`src/rtl/axi_rd_burst_split.sv`:
```
// AXI4 read burst splitter: cuts INCR bursts into sub-bursts of at most MAX_BURST_LEN beats
// and merges R back into one burst per request. Define AXI_RD_SPLIT_4K_EN to also cut at 4KB.
//
// state | meaning
// IDLE  | waiting for an upstream AR; ready while the tracker has room
// ISSUE | presenting sub-bursts downstream until the last chunk is accepted
module axi_rd_burst_split #(
    parameter int DATA_WIDTH    = 32,
    parameter int ADDR_WIDTH    = 32,
    parameter int ID_WIDTH      = 8,
    parameter int MAX_BURST_LEN = 16,
    parameter int TRACK_DEPTH   = 4
) (
    input  logic                  clk,
    input  logic                  rst,
    input  logic [ID_WIDTH-1:0]   s_axi_arid,
    input  logic [ADDR_WIDTH-1:0] s_axi_araddr,
    input  logic [7:0]            s_axi_arlen,
    input  logic [2:0]            s_axi_arsize,
    input  logic [1:0]            s_axi_arburst,
    input  logic                  s_axi_arvalid,
    output logic                  s_axi_arready,
    output logic [ID_WIDTH-1:0]   s_axi_rid,
    output logic [DATA_WIDTH-1:0] s_axi_rdata,
    output logic [1:0]            s_axi_rresp,
    output logic                  s_axi_rlast,
    output logic                  s_axi_rvalid,
    input  logic                  s_axi_rready,
    output logic [ID_WIDTH-1:0]   m_axi_arid,
    output logic [ADDR_WIDTH-1:0] m_axi_araddr,
    output logic [7:0]            m_axi_arlen,
    output logic [2:0]            m_axi_arsize,
    output logic [1:0]            m_axi_arburst,
    output logic                  m_axi_arvalid,
    input  logic                  m_axi_arready,
    input  logic [ID_WIDTH-1:0]   m_axi_rid,
    input  logic [DATA_WIDTH-1:0] m_axi_rdata,
    input  logic [1:0]            m_axi_rresp,
    input  logic                  m_axi_rlast,
    input  logic                  m_axi_rvalid,
    output logic                  m_axi_rready
);

    localparam int PTR_W = (TRACK_DEPTH > 1) ? $clog2(TRACK_DEPTH) : 1;
    localparam int CNT_W = $clog2(TRACK_DEPTH + 1);
    localparam logic [8:0] MAX_LEN = 9'(MAX_BURST_LEN);
    localparam logic [CNT_W-1:0] DEPTH_CNT = CNT_W'(TRACK_DEPTH);

    typedef enum logic {
        IDLE,
        ISSUE
    } state_t;

    state_t state, state_nxt;

    logic [8:0]             remaining;
    logic [8:0]             chunk;
    logic [8:0]             nxt_remaining;
    logic [ADDR_WIDTH-1:0]  nxt_addr;
    logic [8:0]             rem_s;
    logic [8:0]             lim_s;
    logic [8:0]             lim_m;
    logic [8:0]             len_s;
    logic [8:0]             len_m;
    logic                   chunk_last;
    logic                   ar_hs_s;
    logic                   push;
    logic                   pop;

    logic [PTR_W-1:0]       wr_ptr;
    logic [PTR_W-1:0]       rd_ptr;
    logic [CNT_W-1:0]       count;
    logic [TRACK_DEPTH-1:0] last_mem;
    logic                   trk_full;
    logic                   trk_empty;

    function automatic logic [8:0] calc_chunk(input logic [8:0] rem, input logic [1:0] burst,
                                              input logic [8:0] lim);
        if (burst == 2'b01 && rem > lim)
            return lim;
        return rem;
    endfunction

`ifdef AXI_RD_SPLIT_4K_EN
    function automatic logic [8:0] len_limit(input logic [11:0] page_off, input logic [2:0] size);
        logic [12:0] b4k;
        b4k = (13'd4096 - {1'b0, page_off}) >> size;
        // an unaligned start inside the final beat of the page still needs one beat
        if (b4k == 13'd0)
            b4k = 13'd1;
        if (b4k < {4'd0, MAX_LEN})
            return b4k[8:0];
        return MAX_LEN;
    endfunction

    assign lim_s = len_limit(s_axi_araddr[11:0], s_axi_arsize);
    assign lim_m = len_limit(nxt_addr[11:0], m_axi_arsize);
`else
    assign lim_s = MAX_LEN;
    assign lim_m = MAX_LEN;
`endif

    assign rem_s         = {1'b0, s_axi_arlen} + 9'd1;
    assign chunk         = {1'b0, m_axi_arlen} + 9'd1;
    assign chunk_last    = (remaining == chunk);
    assign nxt_remaining = remaining - chunk;
    assign nxt_addr      = (m_axi_araddr & ({ADDR_WIDTH{1'b1}} << m_axi_arsize))
                         + (ADDR_WIDTH'(chunk) << m_axi_arsize);
    assign len_s         = calc_chunk(rem_s, s_axi_arburst, lim_s) - 9'd1;
    assign len_m         = calc_chunk(nxt_remaining, m_axi_arburst, lim_m) - 9'd1;

    assign trk_full  = (count == DEPTH_CNT);
    assign trk_empty = (count == '0);
    assign ar_hs_s   = s_axi_arvalid & s_axi_arready;
    assign push      = m_axi_arvalid & m_axi_arready;
    assign pop       = m_axi_rvalid & s_axi_rready & m_axi_rlast & ~trk_empty;

    always_ff @(posedge clk) begin
        if (!rst)
            state <= IDLE;
        else
            state <= state_nxt;
    end

    always_comb begin
        state_nxt     = state;
        s_axi_arready = 1'b0;
        m_axi_arvalid = 1'b0;
        case (state)
            IDLE: begin
                s_axi_arready = rst & ~trk_full;
                if (s_axi_arvalid & rst & ~trk_full)
                    state_nxt = ISSUE;
            end
            ISSUE: begin
                m_axi_arvalid = rst & ~trk_full;
                if (rst & ~trk_full & m_axi_arready & chunk_last)
                    state_nxt = IDLE;
            end
            default: state_nxt = IDLE;
        endcase
    end

    // The AR field registers double as the working address/attributes of the request.
    always_ff @(posedge clk) begin
        if (!rst) begin
            m_axi_arid    <= '0;
            m_axi_araddr  <= '0;
            m_axi_arlen   <= '0;
            m_axi_arsize  <= '0;
            m_axi_arburst <= '0;
            remaining     <= '0;
        end else if (ar_hs_s) begin
            m_axi_arid    <= s_axi_arid;
            m_axi_araddr  <= s_axi_araddr;
            m_axi_arlen   <= len_s[7:0];
            m_axi_arsize  <= s_axi_arsize;
            m_axi_arburst <= s_axi_arburst;
            remaining     <= rem_s;
        end else if (push && !chunk_last) begin
            m_axi_araddr  <= nxt_addr;
            m_axi_arlen   <= len_m[7:0];
            remaining     <= nxt_remaining;
        end
    end

    always_ff @(posedge clk) begin
        if (!rst) begin
            wr_ptr   <= '0;
            rd_ptr   <= '0;
            count    <= '0;
            last_mem <= '0;
        end else begin
            if (push) begin
                last_mem[wr_ptr] <= chunk_last;
                wr_ptr           <= wr_ptr + 1'b1;
            end
            if (pop)
                rd_ptr <= rd_ptr + 1'b1;
            if (push && !pop)
                count <= count + 1'b1;
            else if (!push && pop)
                count <= count - 1'b1;
        end
    end

    assign s_axi_rid    = m_axi_rid;
    assign s_axi_rdata  = m_axi_rdata;
    assign s_axi_rresp  = m_axi_rresp;
    assign s_axi_rvalid = m_axi_rvalid;
    assign m_axi_rready = s_axi_rready;
    assign s_axi_rlast  = m_axi_rlast & ~trk_empty & last_mem[rd_ptr];

endmodule

```
`config.mk`:
```
export PLATFORM = sky130hd
export DESIGN_NAME = axi_rd_burst_split
export DESIGN_NICKNAME = d
export VERILOG_FILES = /design/src/rtl/axi_rd_burst_split.sv
export SDC_FILE = /design/constraint.sdc
export NUM_CORES = 1
export LEC_CHECK = 0
export ABC_CLOCK_PERIOD_IN_PS = 9800
export CORE_MARGIN = 2
export CORE_UTILIZATION = 40
export DETAILED_ROUTE_END_ITERATION = 10
export MAX_ROUTING_LAYER = met4
export PLACE_DENSITY = 0.82
export SYNTH_ARGS = -nofsm -noshare
export SYNTH_HDL_FRONTEND = slang
export SYNTH_SLANG_ARGS = --single-unit
```
`constraint.sdc`:
```
create_clock -name clk -period 9.8 [get_ports clk]
set_input_delay 1.96 -clock clk [delete_from_list [all_inputs] [get_ports clk]]
set_output_delay 1.96 -clock clk [all_outputs]
set_load 0.05 [all_outputs]
```
==> summary.txt <==
Clock tree
  – Cts repair resizes: 0
  – Clock slew at reported path FFs: 60 ps
  – Postcts setup bufs: 0
  – CTS sink count: 74
  – H-tree levels: 3
  – Clock buffer depth: 2
  – Worst-Skew Late Latency: 350 ps
  – Root buf cell: clkbuf_16
  – Post-CTS Hold Fix Bufs: 0
  – CTS Buf Count: 9
  – CTS tree: done

Power and ir drop
  – Leak: 2.72 nW
  – Pwr Total: 1.38 mW
  – Worst vdd ir: 76.3 µV
  – Pwr Density: 189 nW/µm²

STA
  – Final WS setup: 4110 ps
  – Skew final: 8.19 ps
  – Setup TNS: 0 ps
  – Final setup vio count: 0
  – Tmin final: 5690 ps
  – Unrepaired setup endpoints after global routing: no
  – Fin crit share: 58.1%
  – Final Hold Fails: 0
  – Max_slew headroom: 40.6%
  – Worst Tran Pin Value: 890 ps
  – FMAX: 0.176 GHz
  – Slew Limit Fails: 0

Status
  – Status: completed

Routing
  – Via Count: 5791
  – WL/cell: 16.3 µm
  – 1st-iter DRT viols: 233
  – Final wirelength: 16600 µm
  – First-pass DRT Iterations: 4
  – Drt via density: 5.70
  – DRT antenna net count: 0
  – DRC violations left: 0

Floorplanning
  – I/O Pins: 202
  – Die Area: 16100 µm²
  – Starting Density: 41.1%
  – Die height: 127 µm
  – Chip Width: 127 µm
  – Core Box Area: 14600 µm²
  – Num rows: 44

Synth
  – Top post-synthesis cells by count: nand2_1, dfxtp_1, a21oi_1
  – Distinct cells, synth: 83
  – Top FF cell, synth: dfxtp_1
  – Sequential area share after synthesis: 24.6%
  – Synthesis warning total: 0
  – Synth Area per Inst: 7.76 µm²
  – Most common cell in the netlist: nand2_1
  – Yosys reg bits: 74
  – Yosys top cell by area: dfxtp_1
  – Synth area leaders: dfxtp_1, ha_1, nand2_1, buf_4, a21oi_1
  – Ys async rst share: 0%
  – Synthesized Nets: 914
  – Number of synthesized flops with an enable pin: 0
  – Mapped cell area: 6020 µm²
  – Area share of the largest cell type after synthesis: 24.6%
  – Cells after Synth: 776

Setup path
  – CP most frequent cell: clkdlybuf4s50_1
  – Critical Path Slowest Stage Cell: clkdlybuf4s50_1
  – Reg2Reg Setup Slack: 5410 ps
  – Startpoint types: input port
  – CP required: 7840 ps
  – Reg2reg start: m_axi_arlen[0]
  – CP arrival: 3730 ps
  – Setup crit end kind: output port
  – CP max stage delay: 790 ps
  – Worst Path Buf+Inv: 3
  – Crit-path cells: clkdlybuf4s50_1 -> buf_4 -> and3_1 -> clkdlybuf4s50_1
  – Worst r2r dst: m_axi_araddr[28]
  – Crit-path max FO: 34
  – Largest delay share family, worst path: buffers and inverters
  – Setup CP Type: in -> out
  – R2R depth: 16

Worst hold path
  – End of the worst hold path: m_axi_arid[5]
  – Hold Path Origin: m_axi_arid[5]
  – Hold Crit Class: reg -> reg
  – Hold path depth: 2

Placement
  – Final HPWL DP: 12100 µm
  – RePlAce Congestion: 0.912
  – Dpl ws: 4110 ps
  – IO Port Bufs: 117

GRT
  – Total grt overflow: 0
  – First-pass GRT wire length: 27500 µm
  – Number of global-route vias before repair: 5629
  – Global Route Usage Sum: 21.5%
  – Largest net degree at the start of global routing: 47
  – Initial antenna violation count: 1

Run
  – Max-Cap Viols: 0

Cells and area
  – Final #Nets: 964
  – FILL cells: 1421
  – Layout cell share with drive strength beyond 1: 6.38%
  – Register area: 1480 µm²
  – Area grow syn2layout: 20.8%
  – Area of the multi-input gates: 3970 µm²
[kinds of logic (layout without fill, tap and decap cells)]
logic type,after synthesis,after routing,synth area share (%)
and+or+nand+nor,279,279,22.8
muxes,16,16,2.99
other,0,1,0
AOI/OAI and AO/OA,225,225,26.1
DFF,74,74,24.6
adders and majority gates,36,36,7.85
buffers and inverters,105,160,9.62
xor gates and xnor gates,41,41,6.09
[where the power goes]
group | leakage [nW] | total (mW) | internal [mW] | switching (mW)
registers | 0.606 | 0.377 | 0.333 | 0.0438
logic | 1.96 | 0.658 | 0.257 | 0.402
clock network | 0.149 | 0.340 | 0.203 | 0.136
total | 2.72 | 1.38 | 0.793 | 0.582
[layer usage]
| metal | wire length (µm) | GRT usage, % |
|---|---|---|
| met1 | 7420 | 26.4 |
| met2 | 7820 | 35.3 |
| met3 | 942 | 4.09 |
| met4 | 386 | 7.89 |
| met5 | 0 | - |
[layout make-up]
class                      instances  area share (%)
antenna                            1          0.0344
clock buffer                      11            3.34
clock inverter                     5           0.739
inverter                          21            1.08
multi-input combinational        597            54.6
sequential                        74            20.4
tap                              184            3.16
timing repair buffer             123            16.7
[flip-flops by register name (all words and copies together) (netlist names)]
register / flops
m_axi_araddr: 32
m_axi_arid: 8
wr_ptr: 2
remaining: 9
state: 1
count: 3
m_axi_arsize: 3
m_axi_arlen: 8
last_mem: 4
rd_ptr: 2
m_axi_arburst: 2
[placed cells by master (no fill, tap or decap), types with 4 or more instances in the layout]
| cell type | count |
|---|---|
| and4_1 | 4 |
| nor3_1 | 12 |
| a21o_1 | 8 |
| and3_1 | 11 |
| nand4_1 | 7 |
| nand2b_1 | 6 |
| a211oi_1 | 11 |
| and2_1 | 7 |
| inv_1 | 19 |
| nand3_1 | 25 |
| a21oi_1 | 63 |
| xnor2_1 | 26 |
| nor2b_1 | 9 |
| o21a_1 | 7 |
| or3_1 | 10 |
| dfxtp_1 | 74 |
| nor2_1 | 58 |
| o21ai_0 | 43 |
| mux2i_1 | 12 |
| nand2_1 | 99 |
| buf_4 | 6 |
| a21oi_2 | 5 |
| o211ai_1 | 4 |
| or2_2 | 4 |
| xor2_1 | 14 |
| o21ai_1 | 5 |
| a31oi_1 | 14 |
| o31ai_1 | 8 |
| a211o_1 | 4 |
| ha_1 | 33 |
| clkdlybuf4s50_1 | 117 |
| a311oi_1 | 12 |
| or4_1 | 6 |
| clkbuf_16 | 9 |
| nor4_1 | 4 |
[how the worst max path moves through the flow]
stage | from | to | slack (ps) | cells past startpoint
3_3_place_gp | rst | m_axi_arvalid | 4110 | 4
4_1_cts | rst | m_axi_arvalid | 4110 | 4
6_report | rst | m_axi_arvalid | 4110 | 4
3_5_place_dp | rst | m_axi_arvalid | 4110 | 4
2_1_floorplan | rst | s_axi_arready | 4470 | 5
5_1_grt | rst | s_axi_arready | 3980 | 5
[per-stage QoR]
| step | hold slack [ps] | util (%) | cells | cell area (µm²) |
|---|---|---|---|---|
| floorplan | 433 | - | 776 | 6020 |
| global placement | 441 | 47.7 | 999 | 6980 |
| detailed placement | 447 | 47.7 | 999 | 6980 |
| CTS | 454 | 49.7 | 1015 | 7280 |
| global route | 476 | 49.7 | 1016 | 7280 |
| finish | 452 | 49.7 | 1016 | 7280 |
[tightest hold or removal path, cell delays in order (launching register included)]
cell and delay (ps):
dfxtp_1 310, nand2_1 50, a21oi_1 50
Power figures use the tool's default switching activity.
==> edit, RTL diff (config.mk and constraints unchanged) <==
The parameter `ID_WIDTH` goes from 8 to 10.
--- a/src/rtl/axi_rd_burst_split.sv
+++ b/src/rtl/axi_rd_burst_split.sv
@@ -7,7 +7,7 @@
 module axi_rd_burst_split #(
     parameter int DATA_WIDTH    = 32,
     parameter int ADDR_WIDTH    = 32,
-    parameter int ID_WIDTH      = 8,
+    parameter int ID_WIDTH      = 10,
     parameter int MAX_BURST_LEN = 16,
     parameter int TRACK_DEPTH   = 4
 ) (
Ports: changed (resized m_axi_arid, m_axi_rid, s_axi_arid and s_axi_rid); port bits go from 202 to 210. The function was not compared with the original's and may differ.
==> edit against the unedited design <==
Worst setup slack worse by 0.79 ns; sequential cell count up 2; hold slack better by 0.0030 ns; synthesized cell count decreased by 1.2%; cell area down 0.83%; count of clock-buffer cells in the layout unchanged; synthesized area fell by 1.5%; combinational power down 12%; wire length is 3.4% lower; via count is 3.0% lower; global-route usage shrank 1.2 points; total power decreased by 5.9%.
==> edit: results (changes against the unedited design) <==
Worst R2R Start - m_axi_arlen[2]
Max-slew headroom - 27.05% (-14 points)
Nets - 965 (+0.10%)
DRT iter0 DRCs - 381 (+64%)
CP max stage delay - 1.19 ns (+0.40 ns)
Port Buffers - 121 (+3.4%)
hold endpoint - m_axi_arid[8]
outcome - finished clean
leakage dissipation - 2.686 nW (-1.3%)
crit path to - s_axi_arready
antenna fix cells - 0 (-1)
P_clk - 0.335 mW (-1%)
Clock Latency Late Sink - 0.33 ns (-0.02 ns)
mux cell area share after synthesis - 2.637% (-0.35 points)
vias in the first global route - 5361 (-4.8%)
top flop regs - m_axi_araddr x32, m_axi_arid x10, remaining x9
Critical Path AT - 4.52 ns (+0.79 ns)
Yosys cell types - 82 (-1.2%)
Crit Reg-Reg Endpoint - m_axi_araddr[22]
Setup Skew - 0.005548 ns (-0.002640 ns)
share of cells above drive strength 1 - 5.804% (-0.57 points)
Post-Synth XOR/XNOR Area - 7.087% (+1.0 points)
routed vias/inst - 5.556 (-2.5%)
R2R depth - 17 (+1)
pin count of the biggest net entering global routing - 85 (+81%)
Hold Crit Start - m_axi_arid[8]
combinational logic power - 0.580 mW (-12%)
global-route wire length before repair - 25920 um (-5.9%)
sequential-to-total area share from yosys stat - 25.65% (+1.1 points)
cell-internal power - 0.7629 mW (-3.8%)
GR Util All Layers - 20.25% (-1.2 points)
most instantiated cells after synthesis - nand2_1, dfxtp_1, a21oi_1
==> edit: per-stage QoR <==
| step | cell area, sq um | hold WS [ns] | std cells | setup slack [ns] |
|---|---|---|---|---|
| 6_report | 7218 | 0.4551 | 1011 | 3.319 |
| 4_1_cts | 7218 | 0.4535 | 1011 | 3.309 |
| 3_3_place_gp | 6925 | 0.4418 | 996 | 3.442 |
| 5_1_grt | 7218 | 0.4796 | 1011 | 3.165 |
| 3_5_place_dp | 6925 | 0.4457 | 996 | 3.308 |
| 2_1_floorplan | 5932 | 0.4331 | 767 | 4.798 |
==> edit: layer usage <==
| layer | track usage, % | share of wire (%) |
|---|---|---|
| met5 | - | 0 |
| met4 | 5.430 | 1.5 |
| met3 | 4.121 | 5.9 |
| met2 | 34.59 | 49 |
| met1 | 24.40 | 44 |
==> edit: final cells by class <==
class                   count  area, sq um
fillers                  1378         7316
multi-input cells         587         3839
flip-flops and latches     76         1521
repair buffers            126         1249
clock buffers              11        242.7
well taps                 184        230.2
inverters                  23        86.33
clock inverters             4        50.05
